[config.mk]
export PLATFORM = sky130hd
export DESIGN_NAME = delay_ex
export DESIGN_NICKNAME = d
export VERILOG_FILES = /design/src/rtl/delay_pkg.sv /design/src/rtl/delay_stage.sv /design/src/rtl/delay_ex.sv
export SDC_FILE = /design/constraint.sdc
export NUM_CORES = 1
export LEC_CHECK = 0
export ABC_AREA = 1
export CAP_MARGIN = 20
export CORE_AREA = 2 2 39 41
export DETAILED_ROUTE_END_ITERATION = 8
export DIE_AREA = 0 0 41 43
export GPL_TIMING_DRIVEN = 0
export PLACE_DENSITY_LB_ADDON = 0.3
export RECOVER_POWER = 25
export SYNTH_ARGS = -nofsm -noshare
export SYNTH_HDL_FRONTEND = slang
export SYNTH_SLANG_ARGS = --single-unit
[constraint.sdc]
create_clock -name clk -period 0.8 [get_ports clk]
set_input_delay 0.16 -clock clk [delete_from_list [all_inputs] [get_ports clk]]
set_output_delay 0.16 -clock clk [all_outputs]
set_load 0.03 [all_outputs]
[src/rtl/delay_pkg.sv]
// rtl/delay_pkg.sv - shared width constant and data type for the delay line
package delay_pkg;

  localparam int DEFAULT_WIDTH = 4;

  typedef logic [DEFAULT_WIDTH-1:0] data_t;

endpackage : delay_pkg

[src/rtl/delay_stage.sv]
// rtl/delay_stage.sv - single WIDTH-bit register with synchronous reset
module delay_stage
  import delay_pkg::*;
#(
  parameter int WIDTH = DEFAULT_WIDTH
) (
  input  logic             clk,
  input  logic             rst,
  input  logic [WIDTH-1:0] d,
  output logic [WIDTH-1:0] q
);

  // capture d every edge; reset clears the stage so no stale sample survives
  always_ff @(posedge clk) begin
    if (rst) begin
      q <= '0;
    end else begin
      q <= d;
    end
  end

endmodule : delay_stage

[src/rtl/delay_ex.sv]
// rtl/delay_ex.sv - two-tap synchronous delay line
module delay_ex
  import delay_pkg::*;
#(
  parameter int WIDTH = DEFAULT_WIDTH,
  parameter int TAP1  = 1,
  parameter int TAP2  = 2
) (
  input  logic             clk,
  input  logic             rst,
  input  logic [WIDTH-1:0] in,
  output logic [WIDTH-1:0] out1,
  output logic [WIDTH-1:0] out2
);

  // reject tap/width combinations the chain cannot represent
  if (TAP1 < 1 || TAP2 < TAP1 || WIDTH < 1) begin : g_bad_params
    $error("delay_ex: illegal parameters WIDTH=%0d TAP1=%0d TAP2=%0d", WIDTH, TAP1, TAP2);
  end

  logic [WIDTH-1:0] stage [TAP2];

  // shift chain: stage 0 takes the input, each later stage takes its predecessor
  for (genvar k = 0; k < TAP2; k++) begin : g_chain
    if (k == 0) begin : g_head
      delay_stage #(.WIDTH(WIDTH)) u_stage (
        .clk (clk),
        .rst (rst),
        .d   (in),
        .q   (stage[0])
      );
    end else begin : g_body
      delay_stage #(.WIDTH(WIDTH)) u_stage (
        .clk (clk),
        .rst (rst),
        .d   (stage[k-1]),
        .q   (stage[k])
      );
    end
  end

  // both taps are straight register outputs, no path from in
  assign out1 = stage[TAP1-1];
  assign out2 = stage[TAP2-1];

endmodule : delay_ex

==> metrics.md <==
| Metric | Value |
|---|---|
| Status | finished with violations |
| Failing checks | setup timing |
| Post-synth top area share | 69.2% |
| Half-perimeter wire length after detailed placement | 293 um |
| Area of the mapped netlist | 231 sq um |
| DRC viols | 0 |
| Pins Over Slew Limit | 0 |
| DRC marker count from the first detailed-route iteration | 0 |
| Die Area | 1760 sq um |
| Inserted Clock Buffers | 3 |
| Diodes inserted | 0 |
| CP Data Required Time | 0.64 ns |
| Final period utilization | 108% |
| Clock insertion delay at the later pin of the skew report | 0.24 ns |
| Worst slack at placement | -0.349 ns |
| Final worst-path setup slack | -0.0632 ns |
| Wire length of the first global-routing pass | 614 um |
| Antenna-violating nets left | 0 |
| Max Cap Violations | 0 |
| Count of final hold-check violations | 0 |
| Root Buffer Master | clkbuf_4 |
| Synth warn | 0 |
| Post-synthesis async set-or-reset flop share | 0% |
| Average detailed-routed wire length per instance | 6.86 um |
| DRT Wirelength | 384 um |
| Area added between synthesis and finish | 78.9% |
| Minimum clock period | 0.863 ns |
| Gpl congestion | 0.612 |
| Detailed-route vias per instance | 3.13 |
| Maximum clock path buffer count | 2 |
| Static leakage | 0.000202 uW |
| Number of antenna violations at the first check in global routing | 0 |
| Post-synthesis instance total | 25 |
| Starting density of the core | 16.7% |
| Drt first pass iters | 1 |
| CTS clock-pin slew for the worst setup and hold paths | 0.05 ns |
| Worst Setup End Kind | output pin |
| Critical Path Source | g_chain[0].g_head.u_stage.q[2] |
| Kind of cell adding the most delay to the critical path | flip-flops |
| Count of final setup violators | 8 |
| Worst Hold Launch | rst |
| Port Buffers | 12 |
| Leading post-synthesis cells by cell area | dfxtp_1 69%, inv_1 13%, nor2_1 13% |
| Fin cells | 56 |
| Worst-Margin Slew | 0.0777 ns |
| Top flip-flop cell by instance count after synthesis | dfxtp_1 |
| Arrival time worst endpoint | 0.70 ns |
| Final net count | 48 |
| Maximum number of pins on one net before global-route repair | 9 |
| Post-synthesis sequential area ratio | 69.2% |
| Slowest stage delay, CP | 0.33 ns |
| Number of enable-type register cells in the synthesized netlist | 0 |
| Cell with the largest stage delay on the worst path | dfxtp_2 |
| Via count of the routed design | 175 |
| Start of the worst register-to-register path | g_chain[0].g_head.u_stage.q[2] |
| Class of the most critical setup path | reg -> out |
| Top cells by count, synth | 8 x dfxtp_1, 8 x inv_1, 8 x nor2_1 |
| TritonCTS clock tree | yes |
| Count of cell types in the netlist | 4 |
| Die Ht | 43 um |
| Layout Skew | 0.000217 ns |
| Library cell occupying the most area in the post-synthesis netlist | dfxtp_1 |
| GRT Util Overall | 6.04% |
| DIE WIDTH | 41 um |
| Via count of the first global-routing pass | 163 |
| Avg Synthesized Cell Area | 9.26 sq um |
| Highest ir drop seen on vdd | 0.614 mV |
| Standard-cell row count | 14 |
| Buffers plus inverters on the worst setup path | 1 |
| Number of flip-flops and latches in the synthesized netlist | 8 |
| Pwr Density | 2060 nW/um^2 |
| Slew Limit Headroom | 94.8% |
| F_max | 1160 MHz |
| Core region area | 1380 sq um |
| Count of placed standard cells including taps | 53 |
| Sink Count | 8 |
| Critical path cell sequence | buf_6 |
| Final setup TNS | -0.410 ns |
| Post-layout util | 29.9% |
| Total of fill cells in the finished design | 158 |
| Share of layout cells above drive strength 1 | 50.0% |
| Setup repair after global routing missed its margin | true |
| Syn Nets | 31 |
| Fin Hold WS | 0.0920 ns |
| Count of pins on the block boundary | 14 |
| Maximum fanout count along the critical path | 2 |
| Worst min-delay path class | in -> reg |
| Total number of H-tree levels | 1 |
| Sum of overflow across all layers after global routing | 0 |
| Startpoint class of the critical path | register |
## cell usage in the layout (no fill, tap or decap), drive strengths merged
master	instances
nor2	8
dfxtp	8
clkdlybuf4s50	4
clkbuf	3
buf	9
inv	8
## repair_timing
action | in CTS | in global routing
endpoints found under the setup margin | 8 | 8
gates resized for setup | 64 | 0
buffers inserted | 0 | 0
hold buffers | 0 | 0
## stage by stage
step	area (sq um)	total power (uW)
floorplan	231	493
global route	414	897
finish	414	852
global placement	372	551
CTS	414	872
detailed placement	372	553
## power by group
part / switching [uW] / internal (uW) / total (uW)
Clock: 127 / 171 / 298
Combinational: 59.8 / 62.5 / 122
Sequential: 10.1 / 422 / 432
## sequential cells by signal, indices dropped and copies added (netlist names)
| register | cells |
|---|---|
| g_chain.g_head.u_stage.q | 4 |
| g_chain.g_body.u_stage.q | 4 |
## worst paths after layout
check,to,slack [ns],depth (start not counted)
max,out1[2],-0.06,1
min,g_chain[1].g_body.u_stage.q[1],0.09,2
max reg2reg,g_chain[1].g_body.u_stage.q[2],0.30,2
min reg2reg,g_chain[1].g_body.u_stage.q[0],0.42,2
## cells by family (layout without fill, tap and decap cells)
| kind of cell | Yosys count | in the layout | share of synthesized area [%] |
|---|---|---|---|
| AND/OR/NAND/NOR | 8 | 8 | 13.0 |
| buffers and inverters | 9 | 24 | 17.8 |
| flip-flops | 8 | 8 | 69.2 |
## area by class of cell
class                           count  area (sq um)  area share, %
Buffer                              1          11.3           2.72
Sequential cell                     8           170           41.1
Multi-Input combinational cell      8          30.0           7.25
Timing Repair Buffer               12           130           31.4
Tap cell                           16          20.0           4.83
Inverter                            8          30.0           7.25
Clock buffer                        3          22.5           5.44
## routing by layer
layer | routed length [um] | track usage (%)
met4 | 0 | 10.0
met1 | 139 | 5.83
met3 | 27 | 3.14
met2 | 217 | 6.56
met5 | 0 | 0
Note: power is estimated with default switching activity, not from simulation.
